==> src/rtl/lcd1602_sequencer.sv <==
// -----------------------------------------------------------------------------
// lcd1602_sequencer
//
// Command sequencer in front of the 4-bit LCD 1602A nibble driver. Out of reset
// it waits T_PWRUP cycles, then issues the HD44780 init bytes
// 0x33, 0x32, 0x28, 0x0C, 0x01, 0x06 (all instructions). Each byte is followed
// by the settle delay that byte requires. After the last init byte it accepts
// one user byte at a time. All inter-command delay timing lives here. The
// driver only does the E/RS/RW strobing within a byte.
//
// User handshake (valid/ready): a byte transfers on a rising clk edge where
// i_wr_valid and o_wr_ready are both high. o_wr_ready is a pure function of the
// state (high only in IDLE) and never depends on i_wr_valid. i_wr_valid while
// o_wr_ready is low is ignored, not queued. The accepted byte appears on
// o_drv_data with o_drv_start exactly one cycle later.
//
// Driver handshake: o_drv_start is a one-cycle pulse. o_drv_data and
// o_drv_is_data are already valid in that cycle and stay stable until the
// driver completes. Completion is i_drv_rdy going low (accepted) and then high
// again (done). If that takes T_DRV_TO cycles from the start pulse, the block
// parks in ERR until rst.
//
// Ports
//   clk            in   clock
//   rst            in   synchronous, active-high reset
//   i_wr_valid     in   user byte valid
//   i_wr_data      in   [7:0] user byte
//   i_wr_is_data   in   1: character (RS=1), 0: instruction (RS=0)
//   o_wr_ready     out  sequencer can accept a byte this cycle
//   o_init_done    out  init sequence complete (sticky until rst)
//   o_error        out  driver handshake timeout (sticky until rst)
//   o_drv_start    out  single-cycle start pulse to driver
//   o_drv_data     out  [7:0] byte to driver
//   o_drv_is_data  out  RS value to driver
//   i_drv_rdy      in   driver idle/ready
//   o_dbg_state    out  [2:0] current FSM state, for observation only
// -----------------------------------------------------------------------------
module lcd1602_sequencer #(
    parameter int unsigned T_PWRUP  = 300000,
    parameter int unsigned T_LONG   = 82000,
    parameter int unsigned T_MED    = 2000,
    parameter int unsigned T_CLEAR  = 32800,
    parameter int unsigned T_SHORT  = 840,
    parameter int unsigned T_DRV_TO = 4096,
    parameter int unsigned CNT_W    = 19
) (
    input  logic       clk,
    input  logic       rst,
    input  logic       i_wr_valid,
    input  logic [7:0] i_wr_data,
    input  logic       i_wr_is_data,
    output logic       o_wr_ready,
    output logic       o_init_done,
    output logic       o_error,
    output logic       o_drv_start,
    output logic [7:0] o_drv_data,
    output logic       o_drv_is_data,
    input  logic       i_drv_rdy,
    output logic [2:0] o_dbg_state
);

    localparam int unsigned TO_W = $clog2(T_DRV_TO) + 1;

    localparam logic [TO_W-1:0]  TO_LAST = TO_W'(T_DRV_TO - 1);
    localparam logic [CNT_W-1:0] D_PWRUP = CNT_W'(T_PWRUP - 1);
    localparam logic [CNT_W-1:0] D_LONG  = CNT_W'(T_LONG - 1);
    localparam logic [CNT_W-1:0] D_MED   = CNT_W'(T_MED - 1);
    localparam logic [CNT_W-1:0] D_CLEAR = CNT_W'(T_CLEAR - 1);
    localparam logic [CNT_W-1:0] D_SHORT = CNT_W'(T_SHORT - 1);

    typedef enum logic [2:0] {
        S_PWRUP   = 3'd0,
        S_ISSUE   = 3'd1,
        S_WAIT_LO = 3'd2,
        S_WAIT_HI = 3'd3,
        S_DELAY   = 3'd4,
        S_IDLE    = 3'd5,
        S_ERR     = 3'd6
    } state_t;

    state_t           r_state;
    state_t           w_next;
    logic [CNT_W-1:0] r_cnt;
    logic [TO_W-1:0]  r_to;
    logic [2:0]       r_idx;
    logic [7:0]       r_drv_data;
    logic             r_drv_is_data;
    logic             r_init_done;

    logic             w_load;
    logic [7:0]       w_load_data;
    logic             w_load_is_data;
    logic             w_idx_inc;
    logic             w_set_done;
    logic             w_to_hit;
    logic             w_in_drv;
    logic [CNT_W-1:0] w_delay_val;

    function automatic logic [7:0] init_byte(input logic [2:0] idx);
        case (idx)
            3'd0:    init_byte = 8'h33;
            3'd1:    init_byte = 8'h32;
            3'd2:    init_byte = 8'h28;
            3'd3:    init_byte = 8'h0C;
            3'd4:    init_byte = 8'h01;
            default: init_byte = 8'h06;
        endcase
    endfunction

    // The timeout counter is zero in every state outside the driver
    // handshake. It therefore reads 0 in the ISSUE cycle and counts cycles
    // since the start pulse.
    assign w_in_drv = (r_state == S_ISSUE) || (r_state == S_WAIT_LO) || (r_state == S_WAIT_HI);
    assign w_to_hit = (r_to == TO_LAST);

    // The delay class uses the captured RS bit. A character 0x01 is an
    // ordinary write, not a clear.
    always_comb begin
        w_delay_val = D_SHORT;
        if (!r_drv_is_data) begin
            if (r_drv_data == 8'h33) begin
                w_delay_val = D_LONG;
            end else if (r_drv_data == 8'h32) begin
                w_delay_val = D_MED;
            end else if (r_drv_data >= 8'h01 && r_drv_data <= 8'h03) begin
                w_delay_val = D_CLEAR;
            end
        end
    end

    // The next-state logic also selects what gets loaded into the driver
    // byte register. That byte is on the outputs during the ISSUE cycle.
    always_comb begin
        w_next         = r_state;
        w_load         = 1'b0;
        w_load_data    = 8'h00;
        w_load_is_data = 1'b0;
        w_idx_inc      = 1'b0;
        w_set_done     = 1'b0;
        case (r_state)
            S_PWRUP: begin
                if (r_cnt == '0) begin
                    w_next      = S_ISSUE;
                    w_load      = 1'b1;
                    w_load_data = init_byte(r_idx);
                end
            end
            S_ISSUE: begin
                w_next = S_WAIT_LO;
            end
            S_WAIT_LO: begin
                if (!i_drv_rdy) begin
                    w_next = S_WAIT_HI;
                end else if (w_to_hit) begin
                    w_next = S_ERR;
                end
            end
            S_WAIT_HI: begin
                if (i_drv_rdy) begin
                    w_next = S_DELAY;
                end else if (w_to_hit) begin
                    w_next = S_ERR;
                end
            end
            S_DELAY: begin
                if (r_cnt == '0) begin
                    if (r_init_done) begin
                        w_next = S_IDLE;
                    end else if (r_idx == 3'd5) begin
                        w_next     = S_IDLE;
                        w_set_done = 1'b1;
                    end else begin
                        w_next      = S_ISSUE;
                        w_idx_inc   = 1'b1;
                        w_load      = 1'b1;
                        w_load_data = init_byte(r_idx + 3'd1);
                    end
                end
            end
            S_IDLE: begin
                if (i_wr_valid) begin
                    w_next         = S_ISSUE;
                    w_load         = 1'b1;
                    w_load_data    = i_wr_data;
                    w_load_is_data = i_wr_is_data;
                end
            end
            S_ERR: begin
                w_next = S_ERR;
            end
            default: begin
                w_next = S_ERR;
            end
        endcase
    end

    always_ff @(posedge clk) begin
        if (rst) begin
            r_state       <= S_PWRUP;
            r_cnt         <= D_PWRUP;
            r_to          <= '0;
            r_idx         <= 3'd0;
            r_drv_data    <= 8'h00;
            r_drv_is_data <= 1'b0;
            r_init_done   <= 1'b0;
        end else begin
            r_state <= w_next;

            // Shared countdown for power-up and post-byte delays. It saturates at 0.
            if (r_state == S_WAIT_HI && i_drv_rdy) begin
                r_cnt <= w_delay_val;
            end else if ((r_state == S_PWRUP || r_state == S_DELAY) && r_cnt != '0) begin
                r_cnt <= r_cnt - CNT_W'(1);
            end

            if (w_in_drv) begin
                if (!w_to_hit) begin
                    r_to <= r_to + TO_W'(1);
                end
            end else begin
                r_to <= '0;
            end

            if (w_load) begin
                r_drv_data    <= w_load_data;
                r_drv_is_data <= w_load_is_data;
            end

            if (w_idx_inc) begin
                r_idx <= r_idx + 3'd1;
            end

            if (w_set_done) begin
                r_init_done <= 1'b1;
            end
        end
    end

    assign o_wr_ready    = (r_state == S_IDLE);
    assign o_drv_start   = (r_state == S_ISSUE);
    assign o_error       = (r_state == S_ERR);
    assign o_init_done   = r_init_done;
    assign o_drv_data    = r_drv_data;
    assign o_drv_is_data = r_drv_is_data;
    assign o_dbg_state   = r_state;

endmodule
==> config.mk <==
export PLATFORM = sky130hd
export DESIGN_NAME = lcd1602_sequencer
export DESIGN_NICKNAME = d
export VERILOG_FILES = /design/src/rtl/lcd1602_sequencer.sv
export SDC_FILE = /design/constraint.sdc
export NUM_CORES = 1
export LEC_CHECK = 0
export ABC_AREA = 1
export CAP_MARGIN = 20
export CORE_MARGIN = 2
export CORE_UTILIZATION = 58
export CTS_CLUSTER_DIAMETER = 120
export DETAILED_ROUTE_END_ITERATION = 8
export DONT_BUFFER_PORTS = 1
export PLACE_DENSITY = 0.79
export SLEW_MARGIN = 5
export SYNTH_ARGS = -nofsm -noshare
export SYNTH_HDL_FRONTEND = slang
export SYNTH_SLANG_ARGS = --single-unit
==> constraint.sdc <==
create_clock -name clk -period 1.7 [get_ports clk]
set_clock_uncertainty 0.1 [all_clocks]
set_input_delay 0.34 -clock clk [delete_from_list [all_inputs] [get_ports clk]]
set_output_delay 0.34 -clock clk [all_outputs]
set_load 0.02 [all_outputs]
==> impl_metrics.yaml, run 1 <==
sta:
  finalSetupViolCount: 2
  tightest_slew_ns: 0.4509
  period_needed_ns: 1.721
  report.final.slew_viol_count: 0
  finalCritPeriodShare_pct: 101.2
  rsz0062_at_grt: "true"
  post-route-worst-setup-slack_ns: -0.02082
  relSlewSlack_pct: 69.71
  hold_viol: 0
  fmax_mhz: 581.1
critical_path:
  critPathBufInv: 2
  crit_cells: 10
  cpPeakStageDelay_ns: 0.34
  crit_family: "simple AND/OR/NAND/NOR gates"
  end_kind: "flip-flop"
  r2r_cells: 10
  cp_max_fo: 9
  cp.arrival_ns: 1.85
  cp-startpoint: "r_cnt[1]"
  cp.required_ns: 1.83
  start_kind: "flip-flop"
  r2r-start: "r_cnt[1]"
  crit_type: "reg2reg"
  cp_slowest_cell: "dfxtp_2"
  crit_path_frequent_cell: "nand2_8"
  crit_chain: "inv_2 -> ha_4 -> nand2_4 -> nor2_8 -> nand3_4 -> nand2_8 -> nand2_8 -> clkinv_8 -> nand2_1 -> a21oi_1"
die:
  core_area_sq_um: 5405
  core.rowCount: 27
  dieWidth_um: 78.17
  initial_core_util_pct: 59.03
  dieArea_sq_um: 6111
  fp.dieH_um: 78.17
  io_pins: 29
synth:
  ys.flop_type: "dfxtp_1"
  ys_types: 38
  ys_ff_latch: 48
  avgSynthCellArea_sq_um: 6.717
  synthCells: 475
  syn-num-nets: 497
  ys_seq_area_share_pct: 30.12
  netlist_area_sq_um: 3191
  synth_edf_count: 0
  async_flop_share_pct: 0
  ys_warn_count: 0
power_and_ir_drop:
  p_leak_nw: 1.851
  p_total_mw: 3.214
  peakVddDrop_uv: 510.1
  p_per_area_nw_per_um2: 803.8
run:
  maxCapViolCount: 0
layout:
  nets: 554
  antenna_cells: 0
  fin_cells: 605
  multi_input_area_sq_um: 2117
  layout-drive-gt1-share_pct: 28.33
  fillCellCount: 392
  areaGrowthSynthToFinish_pct: 25.33
  utilization_pct: 73.98
  seq_area_sq_um: 973.4
worst_hold_path:
  hp-class: "in2reg"
  hp-start: "i_wr_data[6]"
  whs_path_depth: 4
outcome:
  violations: "setup timing"
  outcome: "finished, violations left"
place:
  post-dp-hpwl_um: 5959
  dpl.cell_count: 584
  pre_cts_ws_ns: -0.06598
  globalplace.congestion: 0.9306
  io_buffer_count: 0
cts:
  root_buffer: "clkbuf_8"
  cts_buffers: 5
  htree_levels: 2
  clockBufferDepth: 2
  clk_pin_slew_ns: 0.10
  cts_sinks: 48
  clkLatencyLatePin_ns: 0.31
  cts_tree: "done"
global_routing:
  globalRouteOverflowTotal: 0
  antenna_found_initial: 0
  grt_usage_pct: 26.38
  grt_max_degree: 18
  grt_pass1_vias: 2931
  grt_pass1_wl_um: 13170
routing:
  ant_nets: 0
  wl_per_cell_um: 13.79
  totalWireLength_um: 8341
  drcViolationCount: 0
  viasPerCell: 5.446
  drt_iter0_markers: 213
  via_count: 3295
  drt_first_pass_iters: 5
==> path summary, 6_finish.rpt <==
path / endpoint / slack [ns]
worst max register to register: r_cnt[13] / -0.02
worst max-delay path: r_cnt[13] / -0.02
worst min-delay path: o_drv_data[6] / 0.15
worst min register to register: r_to[12] / 0.37
==> registers in the layout (all words and copies together), names as in the netlist <==
signal / cells
r_cnt: 19
r_to: 13
o_drv_data: 8
o_dbg_state: 3
o_drv_is_data: 1
o_init_done: 1
r_idx: 3
==> power breakdown <==
| part | switching [mW] | total, mW | internal [mW] |
|---|---|---|---|
| registers | 0.0955 | 1.32 | 1.23 |
| logic | 0.611 | 1.01 | 0.397 |
| clock network | 0.404 | 0.885 | 0.481 |
==> per-stage QoR <==
step	hold slack (ns)	area (sq um)	setup TNS (ns)
2_1_floorplan	0.3091	3204	0
3_3_place_gp	0.3105	3580	-0.002345
3_5_place_dp	0.3135	3580	-0.06598
4_1_cts	0.1290	3729	0
5_1_grt	0.1633	3999	-1.005
6_report	0.1478	3999	-0.04134
==> worst register-to-register path, cell delays in order (launching register included) <==
cell and delay (ns):
dfxtp_2 0.34, inv_2 0.06, ha_4 0.16, nand2_4 0.08, nor2_8 0.21, nand3_4 0.14, nand2_8 0.15, nand2_8 0.11
clkinv_8 0.09, nand2_1 0.06, a21oi_1 0.16
==> kinds of logic (layout without fill, tap and decap cells) <==
kind of cell	count (synthesis)	after routing	synth area share (%)
and+or+nand+nor	286	288	44.82
AOI/OAI and AO/OA	57	57	10.27
adders and majority gates	9	9	3.529
DFF	48	48	30.12
xor gates and xnor gates	9	9	2.470
buffers and inverters	66	122	8.784
==> area by class of cell <==
class                   count  area share [%]
multi-input cells         363           52.94
clock inverters             2          0.9700
well taps                  72           2.253
inverters                  60           6.227
repair buffers             54           11.20
clock buffers               6           2.065
flip-flops and latches     48           24.34
==> layout by cell type (no fill, tap or decap), types with 4 or more instances in the layout <==
master | Yosys | final
nand2_2 | 6 | 12
nand2_4 | 3 | 5
inv_2 | 8 | 9
a21oi_1 | 23 | 19
clkbuf_8 | 0 | 6
dfxtp_1 | 48 | 38
o21ai_0 | 20 | 15
buf_4 | 0 | 47
nor3_1 | 7 | 6
nor2_2 | 7 | 12
buf_6 | 2 | 4
xnor2_1 | 4 | 4
nand2_1 | 112 | 105
nor2_4 | 6 | 8
ha_1 | 9 | 6
nand3_1 | 49 | 44
nor2_1 | 69 | 63
nand3_2 | 0 | 4
nand4_1 | 14 | 14
a21oi_2 | 0 | 4
inv_1 | 49 | 45
dfxtp_2 | 0 | 10
xor2_1 | 5 | 5
==> Yosys cell counts (3+ instances only) <==
cell type	count	area, sq um
nand2_1	112	420.4
nor2_1	69	259.0
inv_1	49	183.9
nand3_1	49	245.2
dfxtp_1	48	960.9
a21oi_1	23	115.1
o21ai_0	20	100.1
nand4_1	14	87.58
ha_1	9	112.6
inv_2	8	30.03
nor2_2	7	43.79
nor3_1	7	35.03
nand2_2	6	37.54
nor2_4	6	67.56
xor2_1	5	43.79
xnor2_1	4	35.03
a31oi_1	3	18.77
nand2_4	3	33.78
o211ai_1	3	22.52
==> per-layer routing <==
metal  GRT usage [%]  vias up  wire length (um)
li1                -     1658                 -
met1           34.24     1504              3590
met2           45.17      117              4093
met3           4.598       16               522
met4           7.193        0               136
met5               0        -                 0
==> what timing repair did <==
item                                    in CTS  in global routing
resized for setup                            3                 59
endpoints found under the setup margin       3                 41
pin swaps                                    1                 23
hold buffers                                 1                  0
hold endpoints to repair                     5                  0
cloned                                       0                  2
setup buffers                                2                  8
Power figures use the tool's default switching activity.
==> run 2: changes to the inputs <==
--- a/config.mk
+++ b/config.mk
@@ -13,6 +13,7 @@
 export DETAILED_ROUTE_END_ITERATION = 8
 export DONT_BUFFER_PORTS = 1
 export PLACE_DENSITY = 0.79
+export SKIP_CTS_REPAIR_TIMING = 1
 export SLEW_MARGIN = 5
 export SYNTH_ARGS = -nofsm -noshare
 export SYNTH_HDL_FRONTEND = slang
==> impl_metrics.yaml, run 2 (synthesized netlist as in run 1, its figures left out) <==
outcome:
  outcome: "finished, violations left"
  violations: "setup timing"
critical_path:
  crit_type: "reg2reg"
  crit_chain: "inv_2 -> ha_4 -> nand2_4 -> nor2_8 -> nand3_4 -> nand2_8 -> nand2_8 -> clkinv_8 -> nand2_1 -> a21oi_1"
  end_kind: "flip-flop"
  cp_max_fo: 9
  cp_slowest_cell: "dfxtp_2"
  cp.required_ns: 1.84
  start_kind: "flip-flop"
  cp.arrival_ns: 1.86
  cpPeakStageDelay_ns: 0.34
  crit_path_frequent_cell: "nand2_8"
routing:
  drt_first_pass_iters: 5
  ant_nets: 0
  via_count: 3324
  wl_per_cell_um: 13.88
  drcViolationCount: 0
  drt_iter0_markers: 272
  totalWireLength_um: 8440
  viasPerCell: 5.467
worst_hold_path:
  hp-class: "in2reg"
layout:
  nets: 557
  layout_commonest_cell: "nand2_1"
  final_cell_mix: "106 x nand2_1, 64 x nor2_1, 50 x buf_4"
  antenna_cells: 0
  utilization_pct: 74.28
  top_register: "r_cnt"
  largest_register_ffs: 19
  areaGrowthSynthToFinish_pct: 25.84
  layout-drive-gt1-share_pct: 28.17
sta:
  fmax_mhz: 581.3
  tightest_slew_ns: 0.4534
  post-route-worst-setup-slack_ns: -0.02035
  rsz0062_at_grt: "true"
  relSlewSlack_pct: 69.54
  period_needed_ns: 1.720
  report.final.slew_viol_count: 0
  finalSetupViolCount: 2
  finalCritPeriodShare_pct: 101.2
  hold_viol: 0
cts:
  clk_pin_slew_ns: 0.10
  clockBufferDepth: 2
  cts_tree: "done"
  root_buffer: "clkbuf_8"
  htree_levels: 2
  cts_sinks: 48
  cts_buffers: 5
  clkLatencyLatePin_ns: 0.31
die:
  core.rowCount: 27
  fp.dieH_um: 78.17
  dieArea_sq_um: 6111
  initial_core_util_pct: 59.03
  dieWidth_um: 78.17
  io_pins: 29
  core_area_sq_um: 5405
power_and_ir_drop:
  p_per_area_nw_per_um2: 799.1
  peakVddDrop_uv: 513.5
  pwr-share-clk_pct: 27.6
  p_leak_nw: 1.847
  p_sw_share_pct: 34.55
  p_comb_share_pct: 31.2
  p_switching_mw: 1.109
  intPower_mw: 2.100
  pwr-share-seq_pct: 41.2
global_routing:
  grt_pass1_vias: 2944
  grt_max_degree: 18
  grt_pass1_wl_um: 13090
  globalRouteOverflowTotal: 0
  antenna_found_initial: 0
  grt_usage_pct: 26.19
place:
  pre_cts_ws_ns: -0.06598
  globalplace.congestion: 0.9306
  post-dp-hpwl_um: 5959
  io_buffer_count: 0
run:
  maxCapViolCount: 0
## run 2: changes by cell type in the layout (fill, tap and decap cells not counted), sizes merged
cell	delta
buf	+3
## run 2: layout make-up
| class | instances | area [sq um] |
|---|---|---|
| well taps | 72 | 90.09 |
| multi-input cells | 363 | 2108 |
| flip-flops and latches | 48 | 973.4 |
| fillers | 387 | 1390 |
| clock buffers | 6 | 82.58 |
| clock inverters | 2 | 38.79 |
| repair buffers | 57 | 470.5 |
| inverters | 60 | 251.5 |
## run 2: final timing paths
kind	startpoint	to	slack, ns	cells after the start
worst max-delay path	r_cnt[1]	r_cnt[13]	-0.02	10
worst min-delay path	i_wr_is_data	o_drv_is_data	0.13	4
worst max register to register	r_cnt[1]	r_cnt[13]	-0.02	10
worst min register to register	r_to[12]	r_to[12]	0.36	2
## run 2: metrics by stage
step           cell area [sq um]  setup TNS, ns  hold WS [ns]  instances  power, mW
2_1_floorplan               3204              0        0.3091        475      1.940
3_3_place_gp                3580      -0.002345        0.3105        584      2.188
3_5_place_dp                3580       -0.06598        0.3135        584      2.213
4_1_cts                     3701       -0.09323      -0.01867        592      3.092
5_1_grt                     4015        -0.8931        0.1650        608      3.379
6_report                    4015       -0.03254        0.1253        608      3.209
## run 2: metal layers
layer / vias up / GRT usage [%] / part of all wire (%)
met3: 22 / 4.713 / 5.5
li1: 1667 / - / -
met4: 0 / 7.719 / 2.3
met1: 1506 / 33.74 / 43
met2: 129 / 44.74 / 49
met5: - / 0 / 0
## run 2: critical path: cells and delay by family, from the launching register on
kind | cells | cell delay, ns
AOI/OAI and AO/OA | 1 | 0.16
adders and majority gates | 1 | 0.16
buffers and inverters | 2 | 0.14
DFF | 1 | 0.34
and+or+nand+nor | 6 | 0.74
## run 2: power by group through the flow
stage	logic (mW)	registers, mW	clock network, mW
floorplan	0.586	1.35	0
global placement	0.863	1.33	0
detailed placement	0.884	1.33	0
CTS	0.891	1.30	0.897
global route	1.11	1.33	0.941
finish	1.00	1.32	0.887
